==> config.mk <==
export PLATFORM = sky130hd
export DESIGN_NAME = count_controller
export DESIGN_NICKNAME = d
export VERILOG_FILES = /design/src/rtl/count_ctrl_pkg.sv /design/src/rtl/count_controller.sv
export SDC_FILE = /design/constraint.sdc
export NUM_CORES = 1
export LEC_CHECK = 0
export CAP_MARGIN = 20
export CORE_ASPECT_RATIO = 0.6
export CORE_MARGIN = 2
export CORE_UTILIZATION = 45
export CTS_CLUSTER_SIZE = 12
export DETAILED_ROUTE_END_ITERATION = 12
export PLACE_DENSITY = 0.93
export SLEW_MARGIN = 20
export SYNTH_ARGS = -nofsm -noshare
export SYNTH_HDL_FRONTEND = slang
export SYNTH_SLANG_ARGS = --single-unit
==> constraint.sdc <==
create_clock -name clk -period 2.5 [get_ports clk]
set_clock_uncertainty 0.1 [all_clocks]
set_input_delay 0.625 -clock clk [delete_from_list [all_inputs] [get_ports clk]]
set_output_delay 0.625 -clock clk [all_outputs]
set_load 0.01 [all_outputs]
==> src/rtl/count_ctrl_pkg.sv <==
`default_nettype none
// ============================================================================
// Module   : count_ctrl_pkg
// Brief    : Shared state encoding and defaults for count_controller.
// Revision : 1.0
// ============================================================================
package count_ctrl_pkg;

  localparam int DEFAULT_REPEAT_W = 4;

  typedef enum logic [2:0] {
    IDLE  = 3'd0,
    LOAD  = 3'd1,
    RUN   = 3'd2,
    PAUSE = 3'd3,
    DONE  = 3'd4
  } state_e;

endpackage
`default_nettype wire

==> src/rtl/count_controller.sv <==
`default_nettype none
// ============================================================================
// Module   : count_controller
// Brief    : Sequences load/enable/direction of an up/down counter for one or
//            more passes. Optional pause support under COUNT_CTRL_PAUSE_EN.
// Revision : 1.0
// ============================================================================
module count_controller
  import count_ctrl_pkg::*;
#(
  parameter int WIDTH    = 8,
  parameter int REPEAT_W = DEFAULT_REPEAT_W
) (
  input  logic                clk,
  input  logic                rst,
  input  logic                start,
  input  logic                stop,
  input  logic                pause,
  input  logic [WIDTH-1:0]    cfg_value,
  input  logic                cfg_dir,
  input  logic [REPEAT_W-1:0] cfg_repeat,
  output logic                busy,
  output logic                done_pulse,
  output logic [REPEAT_W-1:0] pass_count,
  output logic                cnt_load,
  output logic [WIDTH-1:0]    cnt_load_value,
  output logic                cnt_enable,
  output logic                cnt_direction,
  input  logic [WIDTH-1:0]    cnt_value,
  input  logic                cnt_done
);

  state_e              state_q, state_d;
  logic [REPEAT_W-1:0] remaining_q, remaining_d;
  logic [REPEAT_W-1:0] pass_count_q, pass_count_d;
  logic [WIDTH-1:0]    load_value_q, load_value_d;
  logic                direction_q, direction_d;
  logic                busy_q, busy_d;
  logic                done_pulse_q, done_pulse_d;
  logic                load_q, load_d;
  logic                pause_eff;
  logic                unused_inputs;

`ifdef COUNT_CTRL_PAUSE_EN
  assign pause_eff     = pause;
  assign unused_inputs = ^cnt_value;
`else
  assign pause_eff     = 1'b0;
  assign unused_inputs = ^{pause, cnt_value};
`endif

  always_comb begin
    state_d      = state_q;
    remaining_d  = remaining_q;
    pass_count_d = pass_count_q;
    load_value_d = load_value_q;
    direction_d  = direction_q;
    case (state_q)
      IDLE: begin
        if (start && !stop) begin
          load_value_d = cfg_value;
          direction_d  = cfg_dir;
          remaining_d  = cfg_repeat;
          pass_count_d = '0;
          state_d      = LOAD;
        end
      end
      LOAD:  state_d = stop ? IDLE : RUN;
      RUN: begin
        // Terminal flag outranks pause; stop outranks everything.
        if (stop) begin
          state_d = IDLE;
        end else if (cnt_done) begin
          if (pass_count_q != '1) pass_count_d = pass_count_q + 1'b1;
          if (remaining_q != '0) begin
            remaining_d = remaining_q - 1'b1;
            state_d     = LOAD;
          end else begin
            state_d = DONE;
          end
        end else if (pause_eff) begin
          state_d = PAUSE;
        end
      end
      PAUSE: begin
        if (stop)            state_d = IDLE;
        else if (!pause_eff) state_d = RUN;
      end
      DONE:    state_d = IDLE;
      default: state_d = IDLE;
    endcase
    busy_d       = (state_d == LOAD) || (state_d == RUN) || (state_d == PAUSE);
    done_pulse_d = (state_d == DONE);
    load_d       = (state_d == LOAD);
  end

  always_ff @(posedge clk or posedge rst) begin
    if (rst) begin
      state_q      <= IDLE;
      remaining_q  <= '0;
      pass_count_q <= '0;
      load_value_q <= '0;
      direction_q  <= 1'b0;
      busy_q       <= 1'b0;
      done_pulse_q <= 1'b0;
      load_q       <= 1'b0;
    end else begin
      state_q      <= state_d;
      remaining_q  <= remaining_d;
      pass_count_q <= pass_count_d;
      load_value_q <= load_value_d;
      direction_q  <= direction_d;
      busy_q       <= busy_d;
      done_pulse_q <= done_pulse_d;
      load_q       <= load_d;
    end
  end

  // Enable follows cnt_done combinationally so the counter stops on terminal.
  assign cnt_enable     = (state_q == RUN) && !cnt_done && !stop && !pause_eff;
  assign cnt_load       = load_q && !stop;
  assign busy           = busy_q;
  assign done_pulse     = done_pulse_q;
  assign pass_count     = pass_count_q;
  assign cnt_load_value = load_value_q;
  assign cnt_direction  = direction_q;

endmodule
`default_nettype wire

### Yosys cells after proc, flatten, opt, wreduce, memory -nomap -nowiden

Index checks and enable logic that the tools add are counted.

| word-level totals | value |
|---|---|
| flip-flop bits (word level) | 23 |
| output and inout port bits | 17 |
| logic and storage cells | 54 |

| cells by class | value |
|---|---|
| $add $sub $neg | 2 |
| eq/ne operators | 13 |
| multiplexer cells | 16 |
| reduce and logical (&&, ||, !) cells | 15 |

Operators with widths:

| operator | number |
|---|---|
| $mux W4 | 8 |
| $pmux W4 S2 | 2 |
| $eq A3 B2 Y1 const B | 4 |
| $mux W3 | 4 |
| $ne A2 B2 Y1 const B | 5 |
| $reduce_and A5 Y1 | 2 |
| $pmux W3 S3 | 1 |
| $eq A3 B1 Y1 const B | 2 |
| $add A4 B1 Y4 const B | 1 |
| $logic_and A1 B1 Y1 | 4 |
| $ne A4 B4 Y1 const B | 1 |
| $reduce_bool A4 Y1 | 1 |
| $sub A4 B1 Y4 const B | 1 |
| $eq A3 B3 Y1 const B | 1 |
| $logic_not A3 Y1 | 1 |
| $logic_not A1 Y1 | 2 |
| $logic_or A1 B1 Y1 | 2 |
| $mux W2 | 1 |
| $reduce_and A2 Y1 | 1 |
| $reduce_bool A2 Y1 | 1 |
| $reduce_or A2 Y1 | 1 |

### Longest topological paths before layout

Gate-level depths: netlist of the first run.

| logic depth | value |
|---|---|
| word-level depth | 8 |
| depth in mapped cells | 7 |
| mapped depth without buffers | 7 |

### Worst setup path before layout of the first run

OpenSTA, ideal clock, no wires.

| path | value |
|---|---|
| path kind | reg2out |
| from | reg state_q[1] |
| to | out cnt_enable |
| data arrival time | 1.241 ns |
| required time | 1.775 ns |
| setup slack | 0.534 ns |
| stages on the path, launching flop included | 4 |
| path buffers | 1 |
| path through | dfrtp_1 > or3b_4 > buf_6 > nor3_1 |

| between the ends | value |
|---|---|
| word-level cells in the longest chain between the ends | 3 |

Ends and longest elaborated chain:

| what | line | RTL |
|---|---|---|
| start: declaration | count_controller.sv:33 | `state_e state_q, state_d;` |
| start signal: assignment | count_controller.sv:108 | `state_q <= state_d;` |
| $eq A3 B2 Y1 | count_controller.sv:120 | `assign cnt_enable = (state_q == RUN) && !cnt_done && !stop && !pause_eff;` |
| $logic_and A1 B1 Y1 (2 in a row) | count_controller.sv:120 |  |
| end: declaration | count_controller.sv:27 | `output logic cnt_enable,` |

No other way between the ends.

### Final worst setup path of the first run

| path | value |
|---|---|
| from | reg state_q[2] |
| to | out cnt_enable |

The elaborated chain is that of the path after synthesis.

==> results.toml, run 1 <==
[outcome]
outcome = "finished clean"

[global_route]
use_met3_pct = 5.96
met1_usage_pct = 20.2
antenna_found_initial = 0
track_usage_pct = 17.6
top_usage_layer = "met2"
grt_pass1_wl_um = 3640
met2_usage_pct = 29.8
grt_overflow = 0
grt_start_max_net_pins = 24
grt_pass1_vias = 837

[logic_synthesis]
synth_compound_area_share_pct = 10.1
syn-num-nets = 121
yosys.area_share.adder_pct = 2.34
yosys.area.top_type = "dfrtp_1"
ys_types = 32
synth_xor_area_share_pct = 0
synth_top_area_share_pct = 53.9
seq_area_frac_synth_pct = 53.9
synth-edff-count = 0
synth_area_leaders = "dfrtp_1 (54%), mux2_1 (11%), a21oi_1 (2.3%)"
synthMuxAreaShare_pct = 12.4
synthesis.area_um2 = 1070
synth_most_common_cell = "dfrtp_1"
ys_async_sr_fraction_pct = 100
syn_inst = 92
synth_simple_gate_area_share_pct = 17.1
ys_ff_latch = 23
ys.flop_type = "dfrtp_1"
synth_top_family_by_area = "simple AND/OR/NAND/NOR gates"
yosys_warnings = 0
synthTopCellsByCount = "dfrtp_1 (23), mux2_1 (10), inv_1 (6)"
syn_avg_cell_area_um2 = 11.6

[route]
drtPass1Iterations = 4
wire_per_inst_um = 13.6
first_iter_violations = 24
post-route-drc-count = 0
routed_wl_um = 2230
ant_nets = 0
viasPerCell = 5.04
via_count = 826

[power_and_ir_drop]
ir_worst_vdd_v = 0.000361
p_leak_nw = 0.663
p_total_uw = 989
powerDensity_nw_per_um2 = 653

[critical_path]
crit_path_end_kind = "output pin"
crit_family = "simple AND/OR/NAND/NOR gates"
critPathLaunchType = "register"
crit_buf_inv = 1
crit_type = "reg2out"
critPathSlowestCell = "dfrtp_1"
cp_data_required_time_ns = 1.77
cp_cell_sequence = "or3b_4, nor3_1, dlygate4sd2_1"
cp.arrival_ns = 1.55
max_stage_delay_ns = 0.45
cp_max_fo = 4

[flow_run]
drv_cap = 0

[timing]
fin_tns_setup_ns = 0
relSlewSlack_pct = 67.9
post-route-period-util_pct = 91.1
fin_crit_ns = 2.28
slew_viol_final = 0
finalWorstSetupSlack_ns = 0.223
rsz0062_at_grt = "false"
finalHoldViolCount = 0
tightest_slew_ns = 0.481
setup_violations = 0
fmax_ghz = 0.439

[layout]
finalCoreUtilization_pct = 68.5
layout-drive-gt1-share_pct = 9.70
diodes = 0
fill_cells = 184
synthToLayoutAreaGrowth_pct = 41.8
finalNonFillerCells = 164
fin_nets = 164

[placement]
place_congestion = 0.893
hpwl_um = 1740
pre_cts_slack_ns = -0.0598
placed_cells = 160
port_buffers = 34

[floorplan]
fp.dieW_um = 66.9
die-area_um2 = 2790
io_pins = 44
core_area_um2 = 2210
fp.dieH_um = 41.7
rows = 13
start_util_pct = 48.3

[cts]
cts_sinks = 23
insertion_delay_ns = 0.27
clockBufferDepth = 2
path_clk_slew_ns = 0.08
cts_setup_buffers = 0
clockRootBuffer = "clkbuf_8"
htreeDepth = 1
ctsHoldBuffers = 0
numCtsBuffers = 3
cts_tree = "built"
post_cts_resized = 2

[min_path]
hold_class = "reg2reg"
==> per-stage QoR <==
step                cell area, um^2  hold slack (ns)
finish                         1520            0.388
global route                   1520            0.412
CTS                            1520            0.396
detailed placement             1470            0.379
global placement               1470            0.367
floorplan                      1070            0.393
==> worst paths after layout <==
path                              startpoint                 to  slack [ns]  cells after the start
setup reg to reg                  state_q[1]  cnt_load_value[3]        0.71                      4
setup / recovery                  state_q[2]         cnt_enable        0.22                      3
hold / removal             cnt_load_value[1]  cnt_load_value[1]        0.39                      1
max in group asynchronous                rst  cnt_load_value[3]        1.48                      3
min in group asynchronous                rst     remaining_q[2]        0.59                      3
hold reg to reg            cnt_load_value[1]  cnt_load_value[1]        0.39                      1
==> report_power, final <==
part | total [mW] | switching (mW) | internal [mW]
sequential | 0.479 | 0.0430 | 0.436
combinational | 0.282 | 0.119 | 0.162
clock | 0.228 | 0.114 | 0.114
total | 0.989 | 0.277 | 0.712
==> worst reg2reg max path: stages (launching register included) <==
cell and delay [ns]:
dfrtp_1 0.38, buf_4 0.16, nor2b_1 0.19, and2_1 0.46, mux2_1 0.39
==> kinds of logic after synthesis <==
kind of cell	count (synthesis)
fa+ha+maj	2
mux	12
compound gates	16
flops	23
simple gates	30
buf+inv	9
==> routing by layer <==
layer / share of wire [%] / vias to the layer above
li1: - / 405
met2: 50 / 25
met1: 43 / 392
met4: 1.4 / 0
met5: 0 / -
met3: 5.4 / 4
==> cell usage in the layout, fill, tap and decap left out, types with 4 or more instances in the layout <==
master	count
buf_4	6
nand2_1	4
inv_1	6
clkdlybuf4s50_1	32
mux2_1	10
nor2_1	4
dfrtp_1	23
nand2b_1	4
a21oi_1	5
nor3_1	4
==> registers in the layout, summed over array words and instances (netlist names) <==
name / count
state_q: 3
cnt_direction: 1
remaining_q: 4
pass_count: 4
done_pulse: 1
cnt_load_value: 8
load_q: 1
busy: 1
==> layout make-up <==
| type | instances | area (um^2) | area share (%) |
|---|---|---|---|
| timing repair buffer | 40 | 383 | 25.3 |
| multi-input combinational | 60 | 448 | 29.6 |
| inverter | 7 | 26.3 | 1.73 |
| clock buffer | 4 | 45.0 | 2.97 |
| tap | 30 | 37.5 | 2.48 |
| sequential | 23 | 576 | 38.0 |
Power figures use the tool's default switching activity.
==> inputs of run 2 (changes only) <==
Settings changed: CAP_MARGIN 20 to unset, CORE_ASPECT_RATIO 0.6 to unset, CORE_UTILIZATION 45 to 59, CTS_BUF_LIST set to sky130_fd_sc_hd__clkbuf_4 sky130_fd_sc_hd__clkbuf_8, DONT_BUFFER_PORTS set to 1, PLACE_DENSITY 0.93 to 0.85.
==> run 2 against run 1 <==
Compared with the run above:
- sequential power up 5.0%
- maximum frequency down 3.5%
- flip-flop and latch count unchanged
- count of clock-buffer cells in the layout down 1
- largest cell class unchanged
- power down 18%
- critical endpoint unchanged
- wire length down 20%
- utilization down 3.6 points
- worst hold slack worse by 0.15 ns
- register-to-register slack worse by 0.02 ns
- critical path type unchanged
==> results.toml, run 2 (same netlist as run 1, synthesis figures left out) <==
[global_route]
use_met3_pct = 4.71
met1_usage_pct = 24.1
grt_pass1_wl_um = 2770
grt_overflow = 0
antenna_found_initial = 0
grt_pass1_vias = 636
met2_usage_pct = 27.8
top_usage_layer = "met2"
grt_start_max_net_pins = 24
track_usage_pct = 18.5

[layout]
finalCoreUtilization_pct = 64.9
layout-drive-gt1-share_pct = 8.51
diodes = 0
mostFrequentLayoutCells = "dfrtp_1 (23), mux2_1 (10), inv_1 (6)"
fin_nets = 124
synthToLayoutAreaGrowth_pct = 3.75
largest_reg_flops = 8
final_common_cell = "dfrtp_1"

[cts]
numCtsBuffers = 3
post_cts_resized = 0
ctsHoldBuffers = 0
cts_sinks = 23
clockRootBuffer = "clkbuf_4"
clockBufferDepth = 2
htreeDepth = 1
cts_setup_buffers = 0
cts_tree = "built"
path_clk_slew_ns = 0.12
insertion_delay_ns = 0.32

[timing]
fin_crit_ns = 2.36
relSlewSlack_pct = 44.5
rsz0062_at_grt = "false"
finalHoldViolCount = 0
tightest_slew_ns = 0.832
fin_tns_setup_ns = 0
fmax_ghz = 0.424
hold_ws_ns = 0.241
slew_viol_final = 0
post-route-period-util_pct = 94.4
setup_violations = 0

[power_and_ir_drop]
p_leak_nw = 0.491
powerDensity_nw_per_um2 = 732
p_clk_share_pct = 21.6
p_switching_uw = 252
pwr-share-comb_pct = 16.3
p_sw_share_pct = 31.0
power_frac_seq_pct = 62.0
ir_worst_vdd_v = 0.000434
intPower_uw = 559

[critical_path]
crit_type = "reg2out"
cp_data_required_time_ns = 1.77
critPathLaunchType = "register"
cp.arrival_ns = 1.63
cp_max_fo = 13
crit_path_end_kind = "output pin"

[route]
ant_nets = 0
viasPerCell = 5.76
wire_per_inst_um = 15.0
drtPass1Iterations = 4
post-route-drc-count = 0
via_count = 686
first_iter_violations = 19
routed_wl_um = 1780

[floorplan]
start_util_pct = 62.6
core_area_um2 = 1710
io_pins = 44
die-area_um2 = 2170
fp.dieW_um = 46.6
rows = 15
fp.dieH_um = 46.6

[min_path]
hold_class = "in2async"

[placement]
port_buffers = 0
place_congestion = 0.798
hpwl_um = 1350

[flow_run]
drv_cap = 0

[outcome]
outcome = "finished clean"
run 2: final timing paths:
path                            cells after the start  slack (ns)                 to            from
worst max-delay path                                2        0.14         cnt_enable      state_q[1]
max in group asynchronous                           1        1.55  cnt_load_value[6]             rst
worst max register to register                      5        0.69      pass_count[0]   pass_count[0]
worst min-delay path                                1        0.24         done_pulse             rst
worst min register to register                      2        0.46     remaining_q[1]  remaining_q[1]
min in group clk                                    1        0.25         state_q[1]            stop
run 2: final cells by class:
type | count | area, um^2
Inverter | 7 | 26.3
Clock buffer | 3 | 22.5
Tap cell | 25 | 31.3
Multi-Input combinational cell | 60 | 448
Sequential cell | 23 | 576
Fill cell | 128 | 599
Clock inverter | 1 | 5.00
run 2: per-stage QoR:
stage / cell area [um^2] / setup slack [ns] / cells / power (mW)
after global placement: 1080 / 0.505 / 115 / 0.634
final: 1110 / 0.141 / 119 / 0.811
after floorplan: 1070 / 0.534 / 92 / 0.615
after global routing: 1110 / 0.0535 / 119 / 0.866
after detailed placement: 1080 / 0.495 / 115 / 0.645
after CTS: 1110 / 0.138 / 119 / 0.812
run 2: worst max-delay path, stage by stage, from the launching register on:
cell     delay [ns]
dfrtp_1        0.50
or3b_4         0.50
nor3_1         0.31
run 2: routing by layer:
metal | share of wire, % | vias up | routed length, um
met2 | 49 | 26 | 865
li1 | - | 328 | -
met4 | 2.1 | 0 | 38
met1 | 42 | 328 | 749
met5 | 0 | - | 0
met3 | 7.2 | 4 | 128
run 2: power groups by stage:
stage	Clock, mW	Combinational [mW]	Sequential [mW]
global route	0.199	0.153	0.514
detailed placement	0	0.135	0.510
finish	0.175	0.133	0.503
global placement	0	0.127	0.507
floorplan	0	0.118	0.497
CTS	0.175	0.135	0.502
